### config.mk
export PLATFORM = sky130hd
export DESIGN_NAME = mem_arbiter_flat
export DESIGN_NICKNAME = d
export VERILOG_FILES = /design/src/rtl/mem_arbiter_if.sv /design/src/rtl/mem_arbiter.sv /design/src/flat_wrapper.sv
export SDC_FILE = /design/constraint.sdc
export NUM_CORES = 1
export LEC_CHECK = 0
export ABC_AREA = 1
export CAP_MARGIN = 25
export CORE_UTILIZATION = 39
export CTS_CLUSTER_SIZE = 16
export DETAILED_ROUTE_END_ITERATION = 8
export PLACE_DENSITY = 0.83
export SLEW_MARGIN = 25
export SYNTH_ARGS = -nofsm -noshare
export SYNTH_HDL_FRONTEND = slang
export SYNTH_SLANG_ARGS = --single-unit
### constraint.sdc
create_clock -name clk -period 4.9 [get_ports clk]
set_clock_uncertainty 0.15 [all_clocks]
set_input_delay 0.98 -clock clk [delete_from_list [all_inputs] [get_ports clk]]
set_output_delay 0.98 -clock clk [all_outputs]
set_load 0.05 [all_outputs]
### src/rtl/mem_arbiter_if.sv
// Request/response and memory-side signals of the two-port memory arbiter.
// slave = arbiter side; master = requesters plus the memory device.
interface mem_arbiter_if;
  logic        if_req_valid;
  logic [31:0] if_addr;
  logic        if_req_ready;
  logic        if_rsp_valid;
  logic [31:0] if_rsp_data;

  logic        dm_req_valid;
  logic [31:0] dm_addr;
  logic [31:0] dm_wdata;
  logic        dm_we;
  logic        dm_req_ready;
  logic        dm_rsp_valid;
  logic [31:0] dm_rsp_data;
  logic        dm_rsp_err;

  logic        mem_en;
  logic        mem_we;
  logic [31:0] mem_addr;
  logic [31:0] mem_wdata;
  logic [31:0] mem_rdata;

  modport slave (
    input  if_req_valid, if_addr, dm_req_valid, dm_addr, dm_wdata, dm_we, mem_rdata,
    output if_req_ready, if_rsp_valid, if_rsp_data,
           dm_req_ready, dm_rsp_valid, dm_rsp_data, dm_rsp_err,
           mem_en, mem_we, mem_addr, mem_wdata
  );

  modport master (
    output if_req_valid, if_addr, dm_req_valid, dm_addr, dm_wdata, dm_we, mem_rdata,
    input  if_req_ready, if_rsp_valid, if_rsp_data,
           dm_req_ready, dm_rsp_valid, dm_rsp_data, dm_rsp_err,
           mem_en, mem_we, mem_addr, mem_wdata
  );
endinterface

### src/rtl/mem_arbiter.sv
// Arbitrates a fetch port and a data port onto one single-port memory, one
// transaction in flight; data port wins ties until the fetch starvation limit.
module mem_arbiter #(
  parameter int MEM_LATENCY = 2,
  parameter int MAX_STREAK  = 4
) (
  input logic          clk,
  input logic          rst,
  mem_arbiter_if.slave bus
);

  typedef enum logic [1:0] {IDLE, ACCESS, RESP, ERR} state_t;

  localparam logic [3:0] LP_STREAK = 4'(MAX_STREAK);
  localparam logic [3:0] LP_CNT    = 4'(MEM_LATENCY - 1);

  state_t      r_state;
  logic [3:0]  r_streak;
  logic [3:0]  r_cnt;
  logic [31:0] r_addr;
  logic [31:0] r_wdata;
  logic        r_we;
  logic        r_owner_dm;
  logic        r_mem_en;
  logic        r_mem_we;
  logic        r_if_rsp_valid;
  logic [31:0] r_if_rsp_data;
  logic        r_dm_rsp_valid;
  logic [31:0] r_dm_rsp_data;
  logic        r_dm_rsp_err;

  logic w_open;
  logic w_grant_dm;
  logic w_grant_if;
  logic w_acc_dm;
  logic w_acc_if;
  logic w_misalign;

  // Acceptance is possible whenever no access is running, including the
  // response cycle, so back-to-back transactions lose no extra cycle.
  assign w_open     = !rst && (r_state != ACCESS);
  assign w_grant_dm = bus.dm_req_valid && !(bus.if_req_valid && (r_streak == LP_STREAK));
  assign w_grant_if = bus.if_req_valid && !w_grant_dm;
  assign w_acc_dm   = w_open && w_grant_dm;
  assign w_acc_if   = w_open && w_grant_if;
  assign w_misalign = (bus.dm_addr[1:0] != 2'b00);

  assign bus.dm_req_ready = w_acc_dm;
  assign bus.if_req_ready = w_acc_if;
  assign bus.mem_en       = r_mem_en;
  assign bus.mem_we       = r_mem_we;
  assign bus.mem_addr     = r_addr;
  assign bus.mem_wdata    = r_wdata;
  assign bus.if_rsp_valid = r_if_rsp_valid;
  assign bus.if_rsp_data  = r_if_rsp_data;
  assign bus.dm_rsp_valid = r_dm_rsp_valid;
  assign bus.dm_rsp_data  = r_dm_rsp_data;
  assign bus.dm_rsp_err   = r_dm_rsp_err;

  always_ff @(posedge clk or posedge rst) begin
    if (rst) begin
      r_state        <= IDLE;
      r_streak       <= '0;
      r_cnt          <= '0;
      r_addr         <= '0;
      r_wdata        <= '0;
      r_we           <= 1'b0;
      r_owner_dm     <= 1'b0;
      r_mem_en       <= 1'b0;
      r_mem_we       <= 1'b0;
      r_if_rsp_valid <= 1'b0;
      r_if_rsp_data  <= '0;
      r_dm_rsp_valid <= 1'b0;
      r_dm_rsp_data  <= '0;
      r_dm_rsp_err   <= 1'b0;
    end else begin
      r_if_rsp_valid <= 1'b0;
      r_dm_rsp_valid <= 1'b0;
      r_dm_rsp_err   <= 1'b0;
      r_mem_we       <= 1'b0;

      if (!bus.if_req_valid || w_acc_if)
        r_streak <= '0;
      else if (w_acc_dm && (r_streak != LP_STREAK))
        r_streak <= r_streak + 4'd1;

      case (r_state)
        ACCESS: begin
          if (r_cnt == 4'd0) begin
            r_mem_en <= 1'b0;
            r_state  <= RESP;
            if (r_owner_dm) begin
              r_dm_rsp_valid <= 1'b1;
              r_dm_rsp_data  <= r_we ? 32'd0 : bus.mem_rdata;
            end else begin
              r_if_rsp_valid <= 1'b1;
              r_if_rsp_data  <= bus.mem_rdata;
            end
          end else begin
            r_cnt <= r_cnt - 4'd1;
          end
        end
        default: begin
          r_state <= IDLE;
          if (w_acc_dm || w_acc_if) begin
            r_owner_dm <= w_acc_dm;
            r_addr     <= w_acc_dm ? bus.dm_addr : bus.if_addr;
            r_wdata    <= w_acc_dm ? bus.dm_wdata : 32'd0;
            r_we       <= w_acc_dm && bus.dm_we;
            // Misaligned data requests never touch memory; error answers next cycle.
            if (w_acc_dm && w_misalign) begin
              r_state        <= ERR;
              r_dm_rsp_valid <= 1'b1;
              r_dm_rsp_err   <= 1'b1;
              r_dm_rsp_data  <= '0;
            end else begin
              r_state  <= ACCESS;
              r_cnt    <= LP_CNT;
              r_mem_en <= 1'b1;
              r_mem_we <= w_acc_dm && bus.dm_we;
            end
          end
        end
      endcase
    end
  end

endmodule
### src/flat_wrapper.sv
// flat-port wrapper written by rule: the top's interface ports become plain ports
module mem_arbiter_flat 
#(
  parameter int MEM_LATENCY = 2,
  parameter int MAX_STREAK  = 4
)
  (clk, rst, bus_if_req_valid, bus_if_addr, bus_dm_req_valid, bus_dm_addr, bus_dm_wdata, bus_dm_we, bus_mem_rdata, bus_if_req_ready, bus_if_rsp_valid, bus_if_rsp_data, bus_dm_req_ready, bus_dm_rsp_valid, bus_dm_rsp_data, bus_dm_rsp_err, bus_mem_en, bus_mem_we, bus_mem_addr, bus_mem_wdata);
  mem_arbiter_if bus_i ();
  input logic clk;
  input logic rst;
  input wire logic [$bits(bus_i.if_req_valid)-1:0] bus_if_req_valid;
  input wire logic [$bits(bus_i.if_addr)-1:0] bus_if_addr;
  input wire logic [$bits(bus_i.dm_req_valid)-1:0] bus_dm_req_valid;
  input wire logic [$bits(bus_i.dm_addr)-1:0] bus_dm_addr;
  input wire logic [$bits(bus_i.dm_wdata)-1:0] bus_dm_wdata;
  input wire logic [$bits(bus_i.dm_we)-1:0] bus_dm_we;
  input wire logic [$bits(bus_i.mem_rdata)-1:0] bus_mem_rdata;
  output wire logic [$bits(bus_i.if_req_ready)-1:0] bus_if_req_ready;
  output wire logic [$bits(bus_i.if_rsp_valid)-1:0] bus_if_rsp_valid;
  output wire logic [$bits(bus_i.if_rsp_data)-1:0] bus_if_rsp_data;
  output wire logic [$bits(bus_i.dm_req_ready)-1:0] bus_dm_req_ready;
  output wire logic [$bits(bus_i.dm_rsp_valid)-1:0] bus_dm_rsp_valid;
  output wire logic [$bits(bus_i.dm_rsp_data)-1:0] bus_dm_rsp_data;
  output wire logic [$bits(bus_i.dm_rsp_err)-1:0] bus_dm_rsp_err;
  output wire logic [$bits(bus_i.mem_en)-1:0] bus_mem_en;
  output wire logic [$bits(bus_i.mem_we)-1:0] bus_mem_we;
  output wire logic [$bits(bus_i.mem_addr)-1:0] bus_mem_addr;
  output wire logic [$bits(bus_i.mem_wdata)-1:0] bus_mem_wdata;
  assign bus_i.if_req_valid = bus_if_req_valid;
  assign bus_i.if_addr = bus_if_addr;
  assign bus_i.dm_req_valid = bus_dm_req_valid;
  assign bus_i.dm_addr = bus_dm_addr;
  assign bus_i.dm_wdata = bus_dm_wdata;
  assign bus_i.dm_we = bus_dm_we;
  assign bus_i.mem_rdata = bus_mem_rdata;
  assign bus_if_req_ready = bus_i.if_req_ready;
  assign bus_if_rsp_valid = bus_i.if_rsp_valid;
  assign bus_if_rsp_data = bus_i.if_rsp_data;
  assign bus_dm_req_ready = bus_i.dm_req_ready;
  assign bus_dm_rsp_valid = bus_i.dm_rsp_valid;
  assign bus_dm_rsp_data = bus_i.dm_rsp_data;
  assign bus_dm_rsp_err = bus_i.dm_rsp_err;
  assign bus_mem_en = bus_i.mem_en;
  assign bus_mem_we = bus_i.mem_we;
  assign bus_mem_addr = bus_i.mem_addr;
  assign bus_mem_wdata = bus_i.mem_wdata;
  mem_arbiter #(.MEM_LATENCY(MEM_LATENCY), .MAX_STREAK(MAX_STREAK)) u_core (.clk(clk), .rst(rst), .bus(bus_i));
endmodule
==> flow_metrics.tcl <==
set metrics [dict create \
    status "completed" \
    yosys_warnings 0 \
    die_h_um 129.8 \
    gr-total-overflow 0 \
    grt.total_usage_pct 22.37 \
    synth.cell_area_sq_um 6367 \
    nNetsFinal 1165 \
    min_period_ps 3976 \
    power_frac_comb_pct 53.9 \
    post-route-period-util_pct 81.15 \
    netSwitchingFraction_pct 47.61 \
    cts_resized 0 \
    cap_violations 0 \
    wl_mm 18.65 \
    busiest_layer "met2" \
    cts_htree_levels 4 \
    r2r_cells 6 \
    syn_inst 778 \
    path_class "input port to output pin" \
    die_w_um 129.8 \
    root_buffer "clkbuf_16" \
    wl_per_cell_um 14.83 \
    synth_simple_gate_area_share_pct 31.38 \
    port_buffers 267 \
    ff2ff_setup_slack_ps 2170 \
    use_met3_pct 7.421 \
    final_cell_mix "nand2_1 (363), clkdlybuf4s50_1 (266), dfrtp_1 (145)" \
    p_total_mw 7.691 \
    grt_pass1_vias 5854 \
    p_leak_nw 4.961 \
    ir_worst_vdd_v 0.0004528 \
    crit_arrival_ps 2850 \
    hpwl_mm 12.73 \
    n_antenna_cell 0 \
    start_util_pct 40.08 \
    dieArea_sq_um 16840 \
    syn_nets 915 \
    max_freq_mhz 251.5 \
    std_cell_rows 46 \
    pwr-share-seq_pct 26.7 \
    crit_path_max_fanout 37 \
    synth_seq_cells 145 \
    ys_seq_area_share_pct 56.99 \
    post_cts_buffers 0 \
    crit_required_ps 3770 \
    p_int_mw 4.029 \
    cp-start-kind "input port" \
    clkTransAtPathRegs_ps 60 \
    postCtsHoldBufs 0 \
    hold_depth 2 \
    io_pins 268 \
    vias_per_cell 4.815 \
    final-hold-violation-count 0 \
    antenna_found_initial 0 \
    synth.distinct_cells 28 \
    relSlewSlack_pct 35.36 \
    numCtsBuffers 17 \
    synthMuxAreaShare_pct 0 \
    vias 6052 \
    synth_top_family_by_area "simple AND/OR/NAND/NOR gates" \
    final_common_cell "nand2_1" \
    cts_tree "built" \
    cts_buffer_depth 2 \
    crit_path_end_kind "output pin" \
    grt_max_degree 106 \
    dr.first_iter.drc_count 303 \
    hold_slack_ps 322.1 \
    net-switching-power_mw 3.662 \
    finalSetupViolCount 0 \
    hp-class "flop to flop" \
    slew_violations 0 \
    tns_ps 0 \
    clkSinkCount 145 \
    place.gp.congestion 0.8256 \
    grt_pass1_wl_mm 29.07 \
    synthXorXnorAreaFrac_pct 0.4127 \
    use_met1_pct 26.66 \
    areaGrowthSynthToFinish_pct 55.32 \
    p_clk_share_pct 19.4 \
    syn_area_per_cell_sq_um 8.184 \
    drive_above_1_share_pct 5.091 \
    synth_compound_area_share_pct 3.753 \
    core_sq_um 15890 \
    worstMarginPinSlew_ps 967.3 \
    power_density_nw_per_um2 777.7 \
    drc 0 \
    met2_usage_pct 36.71 \
    rsz0062_at_grt "no" \
    synthAdderAreaFrac_pct 0.7860 \
    ant_nets 0 \
    clkLatencyLatePin_ps 410 \
    first_pass_iters 4 \
]
## synth_stat cells, drive strengths merged
cell type / instances / area (sq um)
nand2: 365 / 1373
dfrtp: 145 / 3628
inv: 53 / 198.9
nand3: 48 / 252.8
o21ai: 42 / 214.0
nand4: 35 / 240.2
buf: 30 / 166.4
nor2: 30 / 115.1
clkbuf: 15 / 56.30
ha: 4 / 50.05
a21oi: 3 / 18.77
or2: 2 / 12.51
xor2: 2 / 17.52
clkinv: 1 / 3.750
nor3: 1 / 5.000
o22ai: 1 / 6.260
xnor2: 1 / 8.760
## per-stage QoR
stage                     util (%)  area [sq um]  setup slack [ps]  cells
after floorplan                  -          6371              1595    778
after global placement       57.91          9199             963.1   1225
after detailed placement     57.91          9199             936.6   1225
after CTS                    62.22          9884             934.0   1257
after global routing         62.26          9889             805.0   1257
final                        62.26          9889             923.7   1257
## layer usage
metal / part of all wire, % / routed length, um
met5: 0 / 0
met4: 3.1 / 576
met3: 8.7 / 1614
met2: 48 / 8960
met1: 40 / 7495
## critical path, stage by stage
cell             delay (ps)
clkdlybuf4s50_1         530
nand4_4                 150
buf_4                   340
nand3_4                 420
inv_2                   240
buf_12                  160
## power by group through the flow
stage / Sequential (mW) / Clock (mW) / Combinational [mW]
after floorplan: 3.84 / 0 / 0.901
after global placement: 2.05 / 0 / 4.10
after detailed placement: 2.06 / 0 / 4.16
final: 2.05 / 1.49 / 4.15
after CTS: 2.05 / 1.52 / 4.17
after global routing: 2.11 / 1.57 / 4.40
## path summary, 6_finish.rpt
| path | from | endpoint |
|---|---|---|
| max | bus_if_req_valid | bus_dm_req_ready |
| min | u_core.r_cnt[3]$_DFFE_PP0P_ | u_core.r_cnt[3]$_DFFE_PP0P_ |
| max reg2reg | u_core.r_state[1]$_DFFE_PP0P_ | u_core.r_owner_dm$_DFFE_PP0P_ |
| min reg2reg | u_core.r_cnt[3]$_DFFE_PP0P_ | u_core.r_cnt[3]$_DFFE_PP0P_ |
| max in group asynchronous | rst | u_core.bus.if_rsp_data[29]$_DFFE_PP0P_ |
| min in group asynchronous | rst | u_core.bus.mem_addr[7]$_DFFE_PP0P_ |
## state kept, by name, summed over array words and instances, names as in the netlist, 2 cells and up
name and flops:
u_core.bus.dm_rsp_data 32, u_core.bus.if_rsp_data 32, u_core.bus.mem_addr 32, u_core.bus.mem_wdata 32
u_core.r_cnt 4, u_core.r_state 2, u_core.r_streak 4
## cell families after synthesis
group,after synthesis
xor gates and xnor gates,3
AOI/OAI and AO/OA,46
buffers and inverters,99
adders and majority gates,4
and+or+nand+nor,481
DFF,145
## cell type report
class                           instances  area [sq um]
Clock buffer                           20         456.7
Clock inverter                         12         229.0
Fill cell                            1345          5996
Inverter                               54         206.4
Multi-Input combinational cell        534          2336
Sequential cell                       145          3628
Tap cell                              216         270.3
Timing Repair Buffer                  276          2763
(Power assumes the default switching activity.)
